File: src/rtl/cache_refill_engine.sv
// Miss-refill engine for the set-associative instruction cache.
// Accepts one miss at a time, picks an LRU victim, issues a critical-word-first
// block request, forwards the missed word early and streams the block into the
// data array before writing the tag and age-status words.
module cache_refill_engine #(
    parameter int TAG_W    = 8,
    parameter int SET_W    = 4,
    parameter int OFF_W    = 4,
    parameter int NUM_WAYS = 4,
    parameter int AGE_W    = $clog2(NUM_WAYS),
    parameter int WORD_W   = 20
) (
    input  logic                        clk,
    input  logic                        arst_n,
    input  logic                        i_req_valid,
    output logic                        o_req_ready,
    input  logic [TAG_W-1:0]            i_req_tag,
    input  logic [SET_W-1:0]            i_req_set,
    input  logic [OFF_W-1:0]            i_req_offset,
    input  logic [NUM_WAYS*AGE_W-1:0]   i_req_status,
    output logic                        o_mem_req_valid,
    input  logic                        i_mem_req_ready,
    output logic [TAG_W+SET_W-1:0]      o_mem_req_addr,
    output logic [OFF_W-1:0]            o_mem_req_offset,
    input  logic                        i_mem_rsp_valid,
    output logic                        o_mem_rsp_ready,
    input  logic [WORD_W-1:0]           i_mem_rsp_data,
    output logic                        o_da_valid,
    input  logic                        i_da_ready,
    output logic [SET_W+OFF_W-1:0]      o_da_addr,
    output logic [WORD_W-1:0]           o_da_data,
    output logic [NUM_WAYS-1:0]         o_da_mask,
    output logic                        o_ta_valid,
    input  logic                        i_ta_ready,
    output logic [SET_W-1:0]            o_ta_addr,
    output logic [TAG_W-1:0]            o_ta_data,
    output logic [NUM_WAYS-1:0]         o_ta_mask,
    output logic                        o_sa_valid,
    input  logic                        i_sa_ready,
    output logic [SET_W-1:0]            o_sa_addr,
    output logic [NUM_WAYS*AGE_W-1:0]   o_sa_data,
    output logic                        o_word_valid,
    output logic [WORD_W-1:0]           o_word_data,
    output logic                        o_miss_state
);

    localparam int ST_W = NUM_WAYS * AGE_W;

    typedef enum logic [1:0] {IDLE, MREQ, FILL, META} state_t;

    // Lowest-index way holding the oldest age; way 0 when no way is that old.
    function automatic logic [NUM_WAYS-1:0] pick_victim(input logic [ST_W-1:0] st);
        logic [NUM_WAYS-1:0] oh;
        oh = '0;
        for (int w = NUM_WAYS - 1; w >= 0; w--) begin
            if (st[w*AGE_W +: AGE_W] == AGE_W'(NUM_WAYS - 1))
                oh = NUM_WAYS'(1) << w;
        end
        if (oh == '0)
            oh[0] = 1'b1;
        return oh;
    endfunction

    // Victim becomes youngest; ways younger than the victim age by one.
    function automatic logic [ST_W-1:0] age_update(input logic [ST_W-1:0]     st,
                                                   input logic [NUM_WAYS-1:0] oh);
        logic [AGE_W-1:0] va;
        logic [AGE_W-1:0] a;
        logic [ST_W-1:0]  r;
        va = '0;
        for (int w = 0; w < NUM_WAYS; w++) begin
            if (oh[w])
                va = st[w*AGE_W +: AGE_W];
        end
        r = st;
        for (int w = 0; w < NUM_WAYS; w++) begin
            a = st[w*AGE_W +: AGE_W];
            if (oh[w])
                r[w*AGE_W +: AGE_W] = '0;
            else if (a < va)
                r[w*AGE_W +: AGE_W] = a + 1'b1;
        end
        return r;
    endfunction

    state_t                 state_q, state_d;
    logic [TAG_W-1:0]       tag_q;
    logic [SET_W-1:0]       set_q;
    logic [OFF_W-1:0]       off_q;
    logic [NUM_WAYS-1:0]    victim_q;
    logic [ST_W-1:0]        status_q;
    logic [OFF_W:0]         beat_cnt_q;
    logic                   da_valid_q;
    logic [SET_W+OFF_W-1:0] da_addr_q;
    logic [WORD_W-1:0]      da_data_q;
    logic                   word_valid_q;
    logic [WORD_W-1:0]      word_data_q;
    logic                   ta_valid_q;
    logic                   sa_valid_q;

    logic req_fire;
    logic beat_take;
    logic da_fire;
    logic enter_meta;

    // Next-state decode and handshake-derived control strobes.
    always_comb begin
        state_d         = state_q;
        o_req_ready     = 1'b0;
        o_mem_req_valid = 1'b0;
        o_mem_rsp_ready = 1'b0;
        req_fire        = 1'b0;
        beat_take       = 1'b0;
        enter_meta      = 1'b0;
        da_fire         = da_valid_q & i_da_ready;
        o_miss_state    = (state_q != IDLE);
        case (state_q)
            IDLE: begin
                o_req_ready = 1'b1;
                req_fire    = i_req_valid;
                if (i_req_valid)
                    state_d = MREQ;
            end
            MREQ: begin
                o_mem_req_valid = 1'b1;
                if (i_mem_req_ready)
                    state_d = FILL;
            end
            FILL: begin
                o_mem_rsp_ready = ~da_valid_q | i_da_ready;
                // Beats beyond the block length are never written.
                beat_take = i_mem_rsp_valid & o_mem_rsp_ready & ~beat_cnt_q[OFF_W];
                // All beats taken and the slot drains: the last word is written.
                if (da_fire && beat_cnt_q[OFF_W]) begin
                    enter_meta = 1'b1;
                    state_d    = META;
                end
            end
            META: begin
                if ((~ta_valid_q | i_ta_ready) && (~sa_valid_q | i_sa_ready))
                    state_d = IDLE;
            end
            default: state_d = IDLE;
        endcase
    end

    // State register.
    always_ff @(posedge clk or negedge arst_n) begin
        if (!arst_n)
            state_q <= IDLE;
        else
            state_q <= state_d;
    end

    // Miss context, single DA slot, early-restart word and metadata valids.
    always_ff @(posedge clk or negedge arst_n) begin
        if (!arst_n) begin
            tag_q        <= '0;
            set_q        <= '0;
            off_q        <= '0;
            victim_q     <= '0;
            status_q     <= '0;
            beat_cnt_q   <= '0;
            da_valid_q   <= 1'b0;
            da_addr_q    <= '0;
            da_data_q    <= '0;
            word_valid_q <= 1'b0;
            word_data_q  <= '0;
            ta_valid_q   <= 1'b0;
            sa_valid_q   <= 1'b0;
        end else begin
            if (req_fire) begin
                tag_q      <= i_req_tag;
                set_q      <= i_req_set;
                off_q      <= i_req_offset;
                victim_q   <= pick_victim(i_req_status);
                status_q   <= age_update(i_req_status, pick_victim(i_req_status));
                beat_cnt_q <= '0;
            end
            word_valid_q <= beat_take & (beat_cnt_q == '0);
            if (beat_take) begin
                da_valid_q <= 1'b1;
                da_addr_q  <= {set_q, off_q + beat_cnt_q[OFF_W-1:0]};
                da_data_q  <= i_mem_rsp_data;
                beat_cnt_q <= beat_cnt_q + 1'b1;
                if (beat_cnt_q == '0)
                    word_data_q <= i_mem_rsp_data;
            end else if (da_fire) begin
                da_valid_q <= 1'b0;
            end
            if (enter_meta)
                ta_valid_q <= 1'b1;
            else if (i_ta_ready)
                ta_valid_q <= 1'b0;
            if (enter_meta)
                sa_valid_q <= 1'b1;
            else if (i_sa_ready)
                sa_valid_q <= 1'b0;
        end
    end

    assign o_mem_req_addr   = {tag_q, set_q};
    assign o_mem_req_offset = off_q;
    assign o_da_valid       = da_valid_q;
    assign o_da_addr        = da_addr_q;
    assign o_da_data        = da_data_q;
    assign o_da_mask        = victim_q;
    assign o_ta_valid       = ta_valid_q;
    assign o_ta_addr        = set_q;
    assign o_ta_data        = tag_q;
    assign o_ta_mask        = victim_q;
    assign o_sa_valid       = sa_valid_q;
    assign o_sa_addr        = set_q;
    assign o_sa_data        = status_q;
    assign o_word_valid     = word_valid_q;
    assign o_word_data      = word_data_q;

endmodule

File: config.mk
export PLATFORM = sky130hd
export DESIGN_NAME = cache_refill_engine
export DESIGN_NICKNAME = d
export VERILOG_FILES = /design/src/rtl/cache_refill_engine.sv
export SDC_FILE = /design/constraint.sdc
export NUM_CORES = 1
export LEC_CHECK = 0
export ABC_AREA = 1
export CELL_PAD_IN_SITES_DETAIL_PLACEMENT = 0
export CELL_PAD_IN_SITES_GLOBAL_PLACEMENT = 1
export CORE_MARGIN = 2
export CORE_UTILIZATION = 35
export DETAILED_ROUTE_END_ITERATION = 8
export HOLD_SLACK_MARGIN = 0.1
export PLACE_DENSITY_LB_ADDON = 0.1
export RECOVER_POWER = 25
export SLEW_MARGIN = 5
export SYNTH_ARGS = -nofsm -noshare
export SYNTH_HDL_FRONTEND = slang
export SYNTH_SLANG_ARGS = --single-unit
File: constraint.sdc
create_clock -name clk -period 4.2 [get_ports clk]
set_clock_uncertainty 0.05 [all_clocks]
set_input_delay 0.63 -clock clk [delete_from_list [all_inputs] [get_ports clk]]
set_output_delay 0.63 -clock clk [all_outputs]
set_load 0.01 [all_outputs]
; Word-level counts from Yosys, hierarchy flattened
; Index checks and enable logic that the tools add are counted.
[word_totals]
elab_cells = 98
regBits = 87
out_inout_bits = 104
inputBits = 52
[op_classes]
bitwise_logic = 11
reduce_logical = 12
n_lt_le_gt_ge = 4
add_sub_neg = 6
n_mux = 40
eq_ne = 11
[op_table]
columns = cell, n
row1 = 2-bit two-way mux, 17
row2 = 4-bit two-way mux, 5
row3 = 1-bit two-way mux, 15
row4 = "2-bit == test, second input constant", 6
row5 = 5-bit two-way mux, 2
row6 = 2-bit nonzero test, 5
row7 = "2-bit by 1-bit adder with 2-bit output, second input constant", 4
row8 = 2-bit < comparator, 4
row9 = "2-bit != test, second input constant", 4
row10 = 2-bit one-hot mux with 4 select lines, 1
row11 = "5-bit by 1-bit adder with 5-bit output, second input constant", 1
row12 = 5-bit zero test, 1
row13 = 4-bit adder, 1
row14 = 1-bit bitwise AND, 4
row15 = 4-bit zero test, 1
row16 = 1-bit inverter, 4
row17 = 4-bit AND reduction, 1
row18 = 1-bit OR, 3
row19 = "2-bit by 1-bit == test with 1-bit output, second input constant", 1
row20 = 1-bit logical AND, 2
row21 = 2-bit zero test, 1
row22 = 2-bit AND reduction, 1

; Depth between registers and ports, before layout
[logic_depth]
word_depth = 17
depth_mapped = 13
mapped_depth_nobuf = 13

; Worst setup path before layout
; OpenSTA, ideal clock, no wires.
[synth_path]
path_kind = input -> register
from = input i_req_status[2]
to = register status_q[6] (netlist: o_sa_data[6])
cell_stages = 11
setup_time_ns = 0.117
arrival_time_ns = 1.958
required_time_ns = 4.033
n_path_buf = 0
path_slack_ns = 2.075
cell_sequence = ha_1 > inv_1 > nor2_1 > a22oi_1 > nand2_1 > a21oi_1 > ha_1 > nand2_1 > nand3_1 > nand3_1 > nand2_1
[synth_between]
elab_chain_len = 15
[synth_lines]
columns = item, line
row1 = from (decl), 20  ; input logic [NUM_WAYS*AGE_W-1:0] i_req_status,
row2 = 2-bit == test, 56  ; if (st[w*AGE_W +: AGE_W] == AGE_W'(NUM_WAYS - 1))
row3 = 4-bit two-way mux (2 in a row), 56
row4 = 4-bit two-way mux, 172  ; if (req_fire) begin
row5 = 4-bit zero test, 59  ; if (oh == '0)
row6 = 1-bit two-way mux, 59
row7 = 1-bit two-way mux, 172
row8 = 2-bit two-way mux (4 in a row), 72  ; if (oh[w])
row9 = 2-bit two-way mux, 172
row10 = 2-bit < comparator, 80  ; else if (a < va)
row11 = 2-bit two-way mux, 80
row12 = 2-bit two-way mux *, 78  ; if (oh[w])
row13 = to (signal assigned), 177  ; status_q <= age_update(i_req_status, pick_victim(i_req_status));
row14 = to (decl), 91  ; logic [ST_W-1:0] status_q;
; Every way passes the cells marked *; elsewhere a longest branch is shown, timed or not. The select of a mux whose other input is x is not followed.
; A chain may end at the register's enable or synchronous reset.

; Final worst setup path
[layout_path]
from = input i_req_status[5]
to = register status_q[2] (netlist: o_sa_data[2])
[layout_between]
elab_chain_len = 16
[layout_lines]
columns = item, line
row1 = 2-bit == test, 56
row2 = 4-bit two-way mux (3 in a row), 56
row3 = 4-bit two-way mux, 172
row4 = 4-bit zero test, 59
row5 = 1-bit two-way mux, 59
row6 = 1-bit two-way mux, 172
row7 = 2-bit two-way mux (4 in a row), 72
row8 = 2-bit two-way mux, 172
row9 = 2-bit < comparator, 80
row10 = 2-bit two-way mux, 80
row11 = 2-bit two-way mux *, 78
; Marked as above.

==> out/metrics.yaml <==
status: "finished, violations left"
violations: "max-capacitance violations, max-slew violations"
synth_flop_cell: "dfrtp_1"
overflow: 0
power.density_mw_per_mm2: 724
synth_top_cell_by_area: "dfrtp_1"
rr_worst_depth: 8
critPathArrivalTime_ns: 2.88
clkTransAtPathRegs_ns: 0.06
period_needed_ns: 2.65
leakagePower_nw: 2.87
fin_ws_ns: 1.55
crit_path_max_incr_delay_ns: 0.54
syn_to_final_growth_pct: 44.1
grt_max_degree: 61
post-place-ws_ns: 1.22
via_per_inst: 4.53
hpwl_um: 7280
setup_tns_ns: 0
yosysWarnings: 0
yosys-top-cells-count: "139 x nand2_1, 87 x dfrtp_1, 61 x inv_1"
worst_pin_slew_ns: 1.51
slew_headroom: -0.00629
port-buffer-count: 155
hp-class: "input port to async pin"
synth_cell_type_count: 28
drt_pass1_iterations: 4
worst-path-max-fanout: 5
synth.cell_area_sq_mm: 0.00413
grt_pass1_vias: 3293
synthTopCellsByArea: "dfrtp_1 53%, nand2_1 13%, inv_1 5.6%"
cts.sinks: 87
syn_inst: 462
grtUsageTotal: 0.162
async_flop_share: 1.00
synth_top_area_share: 0.528
fmax_mhz: 378
stdcell_count: 745
grt_first_pass_wirelength_um: 16300
cp-start-kind: "input port"
die_w_um: 113
synth_nets: 532
crit_path_frequent_cell: "nand2_1"
final_nets: 667
wl_per_cell_um: 13.4
drv_slew: 29
drive_above_1_share: 0.0698
numCtsBuffers: 9
dieHeight_um: 113
crit_type: "input port to register"
ctsResizeCount: 0
hold_viol: 0
antenna_found_initial: 0
clockBufferDepth: 2
period_share: 0.630
finalWeightedCongestion: 0.784
post-cts-setup-buffers: 0
dp.cells: 729
cap_violations: 1
vias: 3376
clock_latency_ns: 0.34
cp-end-kind: "register"
core_area_sq_mm: 0.0115
cts_tree: "yes"
fp.dieArea_sq_mm: 0.0127
wirelength_um: 9960
num_rows: 39
rr_startpoint: "state_q[0]"
n_antenna_cell: 0
nFillCells: 1110
avgSynthCellArea_sq_um: 8.93
synth-seq-cells: 87
r2r_slack_ns: 1.71
regToRegEndpoint: "beat_cnt_q[1]"
drc_errors: 0
rsz0062_at_grt: "no"
synth_edf_count: 0
initial_core_util: 0.360
holdBufCountCts: 0
setup_viol: 0
ys_seq_area_frac: 0.528
ant_nets: 0
root_buffer: "clkbuf_16"
multiInputGateArea_sq_mm: 0.00147
crit_chain: "clkdlybuf4s50_1 > ha_1 > nor2_1 > nand2_1 > nand2_1 > a22oi_1 > nand2_1 > a21oi_1 > ha_1 > nand2_1 > nand2_1 > nand2_1 > nand3_1 > nand2_1"
peakVddDrop_v: 0.000346
htree_levels: 3
slowest_stage: "clkdlybuf4s50_1"
io_pins: 156
utilization: 0.518
first_iter_violations: 182
required_ns: 4.43
yosysMostFrequentCell: "nand2_1"
seq_area_sq_mm: 0.00218
==> worst max-delay path by stage <==
stage / from / end / cells after the start
floorplan: i_req_status[2] / o_sa_data[6] / 11
detailed placement: i_req_status[5] / o_sa_data[2] / 14
CTS: i_da_ready / o_mem_rsp_ready / 6
finish: i_req_status[5] / o_sa_data[2] / 14
global route: i_req_status[5] / o_sa_data[2] / 14
global placement: i_req_status[5] / o_sa_data[7] / 13
==> registers in the layout (all words and copies together) (netlist names) <==
| register | count |
|---|---|
| o_da_data | 20 |
| o_word_data | 20 |
| o_da_addr | 8 |
| o_sa_data | 8 |
| o_ta_data | 8 |
| beat_cnt_q | 5 |
| o_da_mask | 4 |
| o_mem_req_offset | 4 |
| o_sa_addr | 4 |
| state_q | 2 |
| o_da_valid | 1 |
| o_sa_valid | 1 |
| o_ta_valid | 1 |
| o_word_valid | 1 |
==> kinds of logic after synthesis <==
| logic type | share of synthesized area |
|---|---|
| simple gates | 0.188 |
| buf+inv | 0.116 |
| flops | 0.528 |
| compound gates | 0.103 |
| fa+ha+maj | 0.0564 |
| xor+xnor | 0.00849 |
==> worst max-delay path, delay by kind of cell <==
family | cells | cell delay, ns
and+or+nand+nor | 9 | 0.67
AOI/OAI and AO/OA | 2 | 0.47
adders and majority gates | 2 | 0.57
buffers and inverters | 1 | 0.54
==> power breakdown <==
part	internal, W	switching [W]
registers	0.00121	0.000250
clock network	0.000520	0.000319
logic	0.00108	0.000923
total	0.00281	0.00149
==> per-stage QoR <==
stage,power (W),instance area [sq um],hold slack (ns)
after floorplan,0.00249,4130,0.284
after global placement,0.00348,5640,0.416
after detailed placement,0.00352,5640,0.420
after CTS,0.00438,5950,0.344
after global routing,0.00462,5940,0.373
final,0.00430,5940,0.306
==> area by class of cell <==
| class | instances | area share |
|---|---|---|
| timing repair buffer | 158 | 0.264 |
| sequential | 87 | 0.366 |
| tap | 143 | 0.0301 |
| clock buffer | 12 | 0.0398 |
| multi-input combinational | 277 | 0.248 |
| inverter | 64 | 0.0406 |
| clock inverter | 4 | 0.0118 |
==> layer usage <==
layer,share of wire,vias to the layer above,GRT usage,routed length (um)
li1,-,1698,-,-
met1,0.43,1590,0.203,4330
met2,0.50,78,0.264,4960
met3,0.056,10,0.0540,555
met4,0.013,0,0.0537,126
met5,0,-,0,0
==> cells in the final DEF, fill, tap and decap left out, drive strengths merged <==
cell type,synthesis,routed
ha,17,17
buf,26,3
nor3,1,1
nand3,27,27
clkdlybuf4s50,0,154
o22ai,4,4
a21oi,6,6
o21ai,56,56
bufinv,0,2
a22oi,1,1
nand2,139,139
clkbuf,8,13
xnor2,1,1
fa,1,1
dfrtp,87,87
clkinv,2,4
nand4,2,2
o32ai,1,1
inv,62,62
xor2,3,3
nor2,18,18
Note: power is estimated with default switching activity, not from simulation.
